==> src/rtl/bip_debug_sequencer.sv <==
`default_nettype none
// ============================================================================
//  Module   : bip_debug_sequencer
//  Purpose  : Run-control sequencer for the BIP core. Decodes single-byte
//             UART commands (0x01 RUN, 0x02 STEP, 0x03 ABORT, 0x04 CPU_RESET),
//             gates the core clock enable, counts executed cycles and, when
//             execution stops, streams a 6-byte status report
//             (PC, ACC, CYC; 16 bits each, MSB first) to the UART transmitter.
//  Optional : `define DEBUG_TIMEOUT_EN adds a run limit (TIMEOUT_CYCLES) and
//             the o_timeout status port.
//  Ports    : i_clock, i_reset       clock, synchronous active-high reset
//             i_rx_data, i_rx_valid  received command byte + valid pulse
//             i_tx_done              transmitter finished current byte
//             o_tx_data, o_tx_start  byte to send + one-cycle start pulse
//             i_halt, i_pc, i_acc    core status (halt decode, PC, ACC)
//             o_cpu_enable           core clock enable
//             o_cpu_reset            one-cycle core reset pulse
//             o_timeout              run ended by timeout (optional)
//  Revision : 1.0 - initial release
// ============================================================================
module bip_debug_sequencer #(
    parameter int NB_ADDR   = 11,
    parameter int NB_DATA   = 16,
    parameter int NB_BYTE   = 8,
    parameter int NB_CYCLES = 16
`ifdef DEBUG_TIMEOUT_EN
    ,
    parameter int TIMEOUT_CYCLES = 16'hFFF0
`endif
) (
    input  logic               i_clock,
    input  logic               i_reset,
    input  logic [NB_BYTE-1:0] i_rx_data,
    input  logic               i_rx_valid,
    input  logic               i_tx_done,
    output logic [NB_BYTE-1:0] o_tx_data,
    output logic               o_tx_start,
    input  logic               i_halt,
    input  logic [NB_ADDR-1:0] i_pc,
    input  logic [NB_DATA-1:0] i_acc,
    output logic               o_cpu_enable,
    output logic               o_cpu_reset
`ifdef DEBUG_TIMEOUT_EN
    ,
    output logic               o_timeout
`endif
);

    localparam logic [NB_BYTE-1:0] c_cmd_run   = NB_BYTE'(8'h01);
    localparam logic [NB_BYTE-1:0] c_cmd_step  = NB_BYTE'(8'h02);
    localparam logic [NB_BYTE-1:0] c_cmd_abort = NB_BYTE'(8'h03);
    localparam logic [NB_BYTE-1:0] c_cmd_creset = NB_BYTE'(8'h04);
    localparam logic [2:0]         c_last_idx  = 3'd5;

    typedef enum logic [2:0] {
        S_IDLE    = 3'd0,
        S_CPU_RST = 3'd1,
        S_RUN     = 3'd2,
        S_STEP    = 3'd3,
        S_REPORT  = 3'd4,
        S_TX_WAIT = 3'd5
    } state_t;

    state_t               state_q, state_d;
    logic                 run_after_rst_q, run_after_rst_d;
    logic                 cpu_reset_q;
    logic [NB_CYCLES-1:0] cycles_q, cycles_d;
    logic [NB_CYCLES-1:0] cycles_inc;
    logic [2:0]           idx_q, idx_d;
    logic [NB_BYTE-1:0]   tx_data_q, tx_data_d;
    logic                 tx_start_q, tx_start_d;
    logic [15:0]          pc_snap_q, acc_snap_q, cyc_snap_q;

    logic cmd_run, cmd_step, cmd_abort, cmd_creset;
    logic timeout_hit;

    assign cmd_run    = i_rx_valid && (i_rx_data == c_cmd_run);
    assign cmd_step   = i_rx_valid && (i_rx_data == c_cmd_step);
    assign cmd_abort  = i_rx_valid && (i_rx_data == c_cmd_abort);
    assign cmd_creset = i_rx_valid && (i_rx_data == c_cmd_creset);

    // Saturating increment: the counter sticks at all-ones instead of wrapping.
    assign cycles_inc = (cycles_q == '1) ? cycles_q : cycles_q + NB_CYCLES'(1);

    // Report byte selector: fields zero-extended/truncated to 16 bits, MSB first.
    function automatic logic [7:0] report_byte(input logic [15:0] pc,
                                               input logic [15:0] acc,
                                               input logic [15:0] cyc,
                                               input logic [2:0]  idx);
        logic [7:0] b;
        case (idx)
            3'd0:    b = pc[15:8];
            3'd1:    b = pc[7:0];
            3'd2:    b = acc[15:8];
            3'd3:    b = acc[7:0];
            3'd4:    b = cyc[15:8];
            default: b = cyc[7:0];
        endcase
        return b;
    endfunction

`ifdef DEBUG_TIMEOUT_EN
    logic timeout_q, timeout_d;

    assign timeout_hit = (cycles_q == NB_CYCLES'(TIMEOUT_CYCLES));

    // Set only when the limit alone ends the run; cleared when a new
    // RUN/STEP is accepted.
    always_comb begin
        timeout_d = timeout_q;
        if ((state_q == S_IDLE) && (cmd_run || cmd_step)) begin
            timeout_d = 1'b0;
        end else if ((state_q == S_RUN) && timeout_hit && !i_halt && !cmd_abort) begin
            timeout_d = 1'b1;
        end
    end

    always_ff @(posedge i_clock) begin
        if (i_reset) begin
            timeout_q <= 1'b0;
        end else begin
            timeout_q <= timeout_d;
        end
    end

    assign o_timeout = timeout_q;
`else
    assign timeout_hit = 1'b0;
`endif

    always_comb begin
        state_d         = state_q;
        run_after_rst_d = run_after_rst_q;
        cycles_d        = cycles_q;
        idx_d           = idx_q;
        tx_data_d       = tx_data_q;
        tx_start_d      = 1'b0;

        case (state_q)
            S_IDLE: begin
                if (cmd_run) begin
                    state_d         = S_CPU_RST;
                    run_after_rst_d = 1'b1;
                end else if (cmd_creset) begin
                    state_d         = S_CPU_RST;
                    run_after_rst_d = 1'b0;
                end else if (cmd_step) begin
                    state_d = S_STEP;
                end
            end

            S_CPU_RST: begin
                cycles_d = '0;
                state_d  = run_after_rst_q ? S_RUN : S_IDLE;
            end

            S_RUN: begin
                // A halted cycle (or reaching the limit) is not counted;
                // an ABORT cycle with the core running is.
                if (!i_halt && !timeout_hit) begin
                    cycles_d = cycles_inc;
                end
                if (i_halt || cmd_abort || timeout_hit) begin
                    state_d = S_REPORT;
                end
            end

            S_STEP: begin
                if (!i_halt) begin
                    cycles_d = cycles_inc;
                end
                state_d = S_REPORT;
            end

            S_REPORT: begin
                // Core is frozen here, so the live inputs equal the snapshot
                // being captured at this same edge.
                idx_d      = 3'd0;
                tx_data_d  = NB_BYTE'(report_byte(16'(i_pc), 16'(i_acc),
                                                  16'(cycles_q), 3'd0));
                tx_start_d = 1'b1;
                state_d    = S_TX_WAIT;
            end

            S_TX_WAIT: begin
                if (i_tx_done) begin
                    if (idx_q == c_last_idx) begin
                        state_d = S_IDLE;
                    end else begin
                        idx_d      = idx_q + 3'd1;
                        tx_data_d  = NB_BYTE'(report_byte(pc_snap_q, acc_snap_q,
                                                          cyc_snap_q, idx_q + 3'd1));
                        tx_start_d = 1'b1;
                    end
                end
            end

            default: begin
                state_d = S_IDLE;
            end
        endcase
    end

    always_ff @(posedge i_clock) begin
        if (i_reset) begin
            state_q         <= S_IDLE;
            run_after_rst_q <= 1'b0;
            cpu_reset_q     <= 1'b0;
            cycles_q        <= '0;
            idx_q           <= '0;
            tx_data_q       <= '0;
            tx_start_q      <= 1'b0;
            pc_snap_q       <= '0;
            acc_snap_q      <= '0;
            cyc_snap_q      <= '0;
        end else begin
            state_q         <= state_d;
            run_after_rst_q <= run_after_rst_d;
            cpu_reset_q     <= (state_d == S_CPU_RST);
            cycles_q        <= cycles_d;
            idx_q           <= idx_d;
            tx_data_q       <= tx_data_d;
            tx_start_q      <= tx_start_d;
            if (state_q == S_REPORT) begin
                pc_snap_q  <= 16'(i_pc);
                acc_snap_q <= 16'(i_acc);
                cyc_snap_q <= 16'(cycles_q);
            end
        end
    end

    assign o_cpu_enable = (state_q == S_RUN) || (state_q == S_STEP);
    assign o_cpu_reset  = cpu_reset_q;
    assign o_tx_data    = tx_data_q;
    assign o_tx_start   = tx_start_q;

endmodule
`default_nettype wire

==> config.mk <==
export PLATFORM = sky130hd
export DESIGN_NAME = bip_debug_sequencer
export DESIGN_NICKNAME = d
export VERILOG_FILES = /design/src/rtl/bip_debug_sequencer.sv
export SDC_FILE = /design/constraint.sdc
export NUM_CORES = 1
export LEC_CHECK = 0
export BUFFER_PORTS_ARGS = -buffer_cell sky130_fd_sc_hd__buf_4
export CAP_MARGIN = 40
export CORE_ASPECT_RATIO = 0.6
export CORE_MARGIN = 10
export CORE_UTILIZATION = 45
export DETAILED_ROUTE_END_ITERATION = 10
export GPL_TIMING_DRIVEN = 0
export PLACE_DENSITY = 0.65
export SYNTH_ARGS = -nofsm -noshare
export SYNTH_HDL_FRONTEND = slang
export SYNTH_SLANG_ARGS = --single-unit
==> constraint.sdc <==
create_clock -name i_clock -period 2.1 [get_ports i_clock]
set_clock_uncertainty 0.2 [all_clocks]
set_input_delay 0.105 -clock i_clock [delete_from_list [all_inputs] [get_ports i_clock]]
set_output_delay 0.105 -clock i_clock [all_outputs]
set_load 0.01 [all_outputs]
### Word level (Yosys, flattened, before mapping)

Index checks and enable logic that the tools add are counted.

* register bits after elaboration: 76
* bits in latches: 0
* bits in writable memories: 0
* ROM bits: 0
* bits of input ports: 40
* output and inout port bits: 11
* word-level logic and storage cells: 70
* memories kept: 0

* add/subtract/negate cells: 2
* multiply operators: 0
* divide/modulo/power cells: 0
* magnitude comparators: 0
* equality and inequality tests: 20
* shift operators: 0
* multiplexer cells: 23
* bitwise operators: 0
* reduce and logical (&&, ||, !) cells: 15

Operators by type and width (count)
* $pmux 8 s5: 1
* $mux 16: 2
* $pmux 16 s2: 1
* $mux 3: 8
* $pmux 3 s6: 1
* $add 16x1->16 const B: 1
* $eq 16x16->1 const B: 1
* $eq 8x2->1 const B: 2
* $mux 8: 2
* $pmux 8 s2: 1
* $eq 3x2->1 const B: 4
* $eq 3x3->1 const B: 4
* $eq 3x1->1 const B: 3
* $eq 8x1->1 const B: 1
* $eq 8x3->1 const B: 1
* $ne 2x2->1 const B: 4
* $logic_not 3->1: 2
* $pmux 3 s2: 1
* $reduce_and 3->1: 2
* $reduce_bool 2->1: 3
* $logic_and 1x1->1: 4
* $mux 1: 4
* $add 3x1->3 const B: 1
* $logic_or 1x1->1: 2
* 4 further kinds: 4

### Logic depth before layout (Yosys ltp)

Gate-level depths: netlist of the first run.

* word-level depth: 7
* mapped depth: 8
* mapped depth without buffers: 6

### Worst setup path before layout of the first run

Ideal clock, no wire load.

* kind: register to register
* start: reg idx_q[0]
* end: reg tx_data_q[6] (netlist: o_tx_data[6])
* library setup time: 0.132 ns
* arrival time: 1.599 ns
* required time: 1.768 ns
* slack: 0.168 ns
* stages on the path, launching flop included: 9
* path buffers: 2
* period minus slack after synthesis: 1.932 ns
* path through: dfxtp_1 > ha_1 > ha_1 > nand2b_1 > clkbuf_1 > clkbuf_1 > o211ai_1 > o211ai_1 > a21oi_1

* longest elaborated chain between the ends: 6
* elaborated cells between the ends (all ways): 13
* those cells by class: add/sub: 1; eq/ne: 6; mux: 4; reduce/logical: 2

RTL lines
* from (decl): line 69 `logic [2:0] idx_q, idx_d;`
* from (signal assigned): line 221 `idx_q <= idx_d;`
* $add 3x1->3: line 192 `cyc_snap_q, idx_q + 3'd1));`
* $eq 3x3->1 (tied with other cells): line 91 `case (idx)`
* $pmux 8 s5: line 91
* $mux 8: line 187 `if (idx_q == c_last_idx) begin`
* $mux 8: line 186 `if (i_tx_done) begin`
* $pmux 8 s2: line 139 `case (state_q)`
* to (signal assigned): line 222 `tx_data_q <= tx_data_d;`
* to (decl): line 70 `logic [NB_BYTE-1:0] tx_data_q, tx_data_d;`

Parallel ways exist; a longest one is shown, timed or not. The select of a mux whose other input is x is not followed.
A chain may end at the register's enable or synchronous reset.

### Worst setup path in the final report of the first run

* start: reg idx_q[1]
* end: reg tx_data_q[3] (netlist: o_tx_data[3])

The elaborated chain is that of the path after synthesis.

==> results.toml, run 1 <==
[outcome]
outcome = "finished, final reports clean"

[power_and_ir_drop]
power_density_mw_per_mm2 = 708
peakVddDrop_uv = 487
p_leak_nw = 1.68
power_mw = 3.38

[sta]
worstMarginPinSlew_ns = 0.664
relSlewSlack_pct = 55.7
slew_viol_final = 0
tns_ns = 0
post-route-period-util_pct = 98.8
postLayoutSetupSlackWorst_ns = 0.0247
min_period_ns = 2.08
finalHoldViolCount = 0
rsz0062_at_grt = "yes"
max_freq_ghz = 0.482
setup_viol_count_final = 0

[clocking]
tritoncts = "built"
root_buffer = "clkbuf_16"
cts_sinks = 76
clkLatencyLatePin_ns = 0.34
clkTransAtPathRegs_ns = 0.06
h-tree-depth = 3
cts_buffers = 9
clk_path_buf_depth = 2

[critical_path]
worstSetupPathType = "reg -> reg"
rr_worst_depth = 6
crit_arrival_ns = 2.07
critPathCaptureType = "register"
cp-start-kind = "register"
cp_max_fo = 8
cp.required_ns = 2.09

[drt]
dr.pass1.iters = 5
ant_nets = 0
drcViolationCount = 0
via_per_inst = 5.60
drtIter0Drc = 322
wl_mm = 10.8
vias = 3509
wl_per_cell_um = 17.3

[synth]
synth.distinct_cells = 50
synth_edf_count = 0
syn_avg_cell_area_um2 = 8.13
yosys_register_bits = 76
synth_warnings = 0
async_flop_share_pct = 0
synthFlopType = "dfxtp_1"
synth_area_leaders = "dfxtp_1, nand2_1, a21oi_1"
synth_cells = 428
syn_nets = 476
synth_top_area_share_pct = 43.7
ys_seq_area_share_pct = 43.7
synth_area_mm2 = 0.00348
synth_top_area_cell = "dfxtp_1"

[final_layout]
finish.utilization_pct = 64.6
final_cell_mix = "nand2_1, dfxtp_1, a21oi_1"
final_cells = 627
nNetsFinal = 567
diodes = 0
layout_commonest_cell = "nand2_1"
drive_above_1_share_pct = 20.7
areaGrowthSynthToFinish_pct = 37.1

[floorplan]
num_io_pins = 51
initial_utilization_pct = 47.1
row_count = 24
die_h_um = 88.1
floorplan.die.width_um = 134
core-area_mm2 = 0.00739
dieArea_mm2 = 0.0118

[place]
hpwlAfterDp_mm = 7.60
io_buffer_count = 49
pre_cts_ws_ns = -0.221
gp_congestion = 0.869
dp.cells = 581

[hold_path]
min_path_cells = 4
hp-class = "in -> reg"

[global_route]
antenna_found_initial = 0
grt_first_pass_wirelength_mm = 17.2
grt_max_degree = 13
track_usage_pct = 18.3
grt_pass1_vias = 3380
grt_overflow = 0

[run]
max_cap_viol_count = 0
through the flow:
stage	hold slack (ns)	instance area [µm²]
3_5_place_dp	0.164	3980
5_1_grt	0.0546	4770
4_1_cts	0.00438	4660
3_3_place_gp	0.153	3980
2_1_floorplan	0.0410	3480
6_report	0.0134	4770
flip-flops by register name, summed over array words and instances, names as in the netlist:
name	cells
acc_snap_q	16
cyc_snap_q	16
cycles_q	16
idx_q	3
o_cpu_reset	1
o_tx_data	8
o_tx_start	1
pc_snap_q	11
run_after_rst_q	1
state_q	3
path summary, 6_finish.rpt:
check	startpoint	end	slack, ns
setup / recovery	idx_q[1]	o_tx_data[3]	0.02
hold / removal	i_halt	state_q[2]	0.01
setup reg to reg	idx_q[1]	o_tx_data[3]	0.02
hold reg to reg	o_tx_data[3]	o_tx_data[3]	0.25
critical path: stages, from the launching register on:
cell and delay (ns):
dfxtp_2 0.38, inv_1 0.11, ha_2 0.26, a222oi_1 0.59, o211ai_1 0.15, o211ai_1 0.15, a21oi_1 0.10
per-layer routing:
| layer | share of wire (%) | GRT usage (%) |
|---|---|---|
| met5 | 0 | 0 |
| met4 | 1.5 | 5.70 |
| met3 | 8.4 | 6.40 |
| met2 | 42 | 26.8 |
| met1 | 48 | 24.8 |
power breakdown:
| part | leakage [nW] | switching (mW) | internal, mW |
|---|---|---|---|
| registers | 0.615 | 0.000555 | 1.44 |
| logic | 0.897 | 0.0668 | 0.0958 |
| clock network | 0.168 | 0.593 | 1.18 |
| total | 1.68 | 0.660 | 2.72 |
area by class of cell:
cell class	count	area, µm²
fill	650	2620
buffer	22	110
sequential	76	1530
clock buffer	10	239
tap	104	130
inverter	15	56.3
clock inverter	5	100
multi-input combinational	310	1890
timing repair buffer	85	718
Yosys cell counts, types with 2 or more instances:
library cell and count:
and4_1 3, buf_2 2, xnor2_1 2, nand2_1 105, nor2b_1 3, a2111o_1 2, mux2i_1 4, buf_1 2
nand3_1 11, nor2_1 16, a21o_1 2, or4_1 6, a221oi_1 3, a222oi_1 7, o21ai_1 2, o21ai_0 6
a21oi_1 67, o31ai_1 6, or3_1 6, inv_1 15, nand2b_1 2, or2_2 3, nand4_1 3, clkbuf_1 21
o2111ai_1 4, ha_1 8, o211ai_1 13, and3_1 2, nor4_1 2, a22oi_1 4, nand4_2 2, dfxtp_1 76
kinds of logic (layout without fill, tap and decap cells):
family | count (synthesis) | after routing | synth area share, %
simple gates | 174 | 174 | 24.1
buf+inv | 42 | 137 | 4.92
fa+ha+maj | 8 | 8 | 2.88
compound gates | 122 | 122 | 22.7
flops | 76 | 76 | 43.7
mux | 4 | 4 | 1.15
xor+xnor | 2 | 2 | 0.503
timing repair:
| action | CTS | global route |
|---|---|---|
| hold buffers | 32 | 0 |
| setup endpoints to repair | 57 | 56 |
| pin swaps | 2 | 5 |
| gates resized for setup | 11 | 30 |
| endpoints found under the hold margin | 33 | 0 |
| buffers inserted | 1 | 3 |
Power figures use the tool's default switching activity.
==> run 2: changes to the inputs <==
--- a/config.mk
+++ b/config.mk
@@ -7,7 +7,7 @@
 export LEC_CHECK = 0
 export BUFFER_PORTS_ARGS = -buffer_cell sky130_fd_sc_hd__buf_4
 export CAP_MARGIN = 40
-export CORE_ASPECT_RATIO = 0.6
+export CORE_ASPECT_RATIO = 1.4
 export CORE_MARGIN = 10
 export CORE_UTILIZATION = 45
 export DETAILED_ROUTE_END_ITERATION = 10
==> run 2 against run 1 <==
Compared with the run above:
- the run now ends with hold timing left
- die area is 0.55% lower
- fmax is 2.9% higher
- first-iteration DRC count is 43% lower
- flip-flop and latch count stayed put
- wire length is 9.9% lower
- largest power group is now sequential cells
==> results.toml, run 2 (synthesis results as in run 1) <==
[global_route]
grt_first_pass_wirelength_mm = 16.2
antenna_found_initial = 0
track_usage_pct = 17.4
grt_overflow = 0
grt_pass1_vias = 3280
grt_max_degree = 14

[power_and_ir_drop]
switchingPower_mw = 0.603
p_leak_nw = 1.60
peakVddDrop_uv = 322
seq_power_share_pct = 52.3
power_density_mw_per_mm2 = 603
pwr-share-comb_pct = 5.7
sw_frac_of_total_pct = 21.9
power_mw = 2.75
intPower_mw = 2.15
p_clk_share_pct = 42.0

[outcome]
violations = "hold timing"
outcome = "finished, violations left"

[critical_path]
cp.required_ns = 2.11
cp_max_fo = 8
critPathCaptureType = "register"
max_stage_delay_ns = 0.49
path_cells = "inv_1 > ha_1 > a222oi_1 > o2111ai_1 > o211ai_1 > a221oi_1"
cp_slowest_cell = "a222oi_1"
worstSetupPathType = "reg -> reg"
crit_arrival_ns = 2.03
cp-start-kind = "register"

[floorplan]
row_count = 37
initial_utilization_pct = 46.7
num_io_pins = 51
die_h_um = 124
core-area_mm2 = 0.00745
dieArea_mm2 = 0.0117
floorplan.die.width_um = 94.3

[place]
io_buffer_count = 49
pre_cts_ws_ns = -0.174
post_dp_cell_area_mm2 = 0.00397
dp.cells = 574
hpwlAfterDp_mm = 7.29
gp_congestion = 0.898

[clocking]
root_buffer = "clkbuf_8"
cts_sinks = 76
tritoncts = "built"
clkLatencyLatePin_ns = 0.35
clkTransAtPathRegs_ns = 0.07
clk_path_buf_depth = 2
cts_buffers = 9
h-tree-depth = 3

[final_layout]
drive_above_1_share_pct = 19.0
final_cell_mix = "nand2_1, dfxtp_1, a21oi_1"
diodes = 0
nNetsFinal = 568
design_area_mm2 = 0.00457
layout_commonest_cell = "nand2_1"
multi_input_area_mm2 = 0.00182
fill_cells = 678
reg_top3 = "acc_snap_q (16), cyc_snap_q (16), cycles_q (16)"
seqCellArea_mm2 = 0.00153
finish.utilization_pct = 61.3
areaGrowthSynthToFinish_pct = 31.2
final_cells = 622

[sta]
tns_ns = 0
hold_slack_ns = -0.0505
rsz0062_at_grt = "no"
relSlewSlack_pct = 59.7
post-route-period-util_pct = 96.0
min_period_ns = 2.02
setup_viol_count_final = 0
finalHoldViolCount = 1
worstMarginPinSlew_ns = 0.605
slew_viol_final = 0
max_freq_ghz = 0.496
postLayoutSetupSlackWorst_ns = 0.0832

[drt]
ant_nets = 0
vias = 3352
drtIter0Drc = 184
dr.pass1.iters = 6
wl_per_cell_um = 15.7
drcViolationCount = 0
via_per_inst = 5.39
wl_mm = 9.76

[hold_path]
hp-class = "in -> reg"

[run]
max_cap_viol_count = 0
## run 2: changes by cell type in the layout (fill, tap and decap cells not counted), sizes merged
cell and change:
clkinvlp +1, buf -1, clkinv +1, dlygate4sd3 +1, bufinv -2, clkbuf +2
## run 2: final timing paths
| check | start | to | slack, ns | cells after the start |
|---|---|---|---|---|
| max | idx_q[0] | o_tx_data[1] | 0.08 | 6 |
| min | i_rx_data[2] | run_after_rst_q | -0.05 | 4 |
| min reg2reg | o_tx_data[5] | o_tx_data[5] | 0.26 | 2 |
| max reg2reg | idx_q[0] | o_tx_data[1] | 0.08 | 6 |
## run 2: area by class of cell
cell class / instances / area share (%)
buffer: 24 / 2.55
clock buffer: 11 / 3.31
clock inverter: 5 / 1.31
inverter: 15 / 1.23
multi-input combinational: 310 / 39.9
sequential: 76 / 33.4
tap: 97 / 2.66
timing repair buffer: 84 / 15.6
## run 2: power by group through the flow
stage | combinational [mW] | clock [mW] | sequential, mW
after global routing | 0.170 | 1.25 | 1.44
after detailed placement | 0.109 | 0 | 1.47
after CTS | 0.156 | 1.19 | 1.44
final | 0.157 | 1.16 | 1.44
after global placement | 0.108 | 0 | 1.47
after floorplan | 0.0351 | 0 | 1.47
## run 2: critical path, delay by kind of cell, from the launching register on
family	cells	cell delay (ns)
AO/OA/AOI/OAI	4	0.87
adder cells (fa/ha/maj)	1	0.32
buffers and inverters	1	0.10
flip-flops	1	0.39
## run 2: per-layer routing
layer	part of all wire (%)	up-vias	GRT usage, %	routed length (µm)
met2	51	76	30.6	4990
met4	2.7	0	9.14	267
met3	4.0	16	3.01	388
met5	0	-	0	0
li1	-	1709	-	-
met1	42	1551	19.6	4120
## run 2: what timing repair did
action	in CTS	in global routing
hold buffers	34	0
hold endpoints to repair	35	0
pin swaps	2	3
setup buffers	1	1
resized for setup	6	19
setup endpoints to repair	29	52
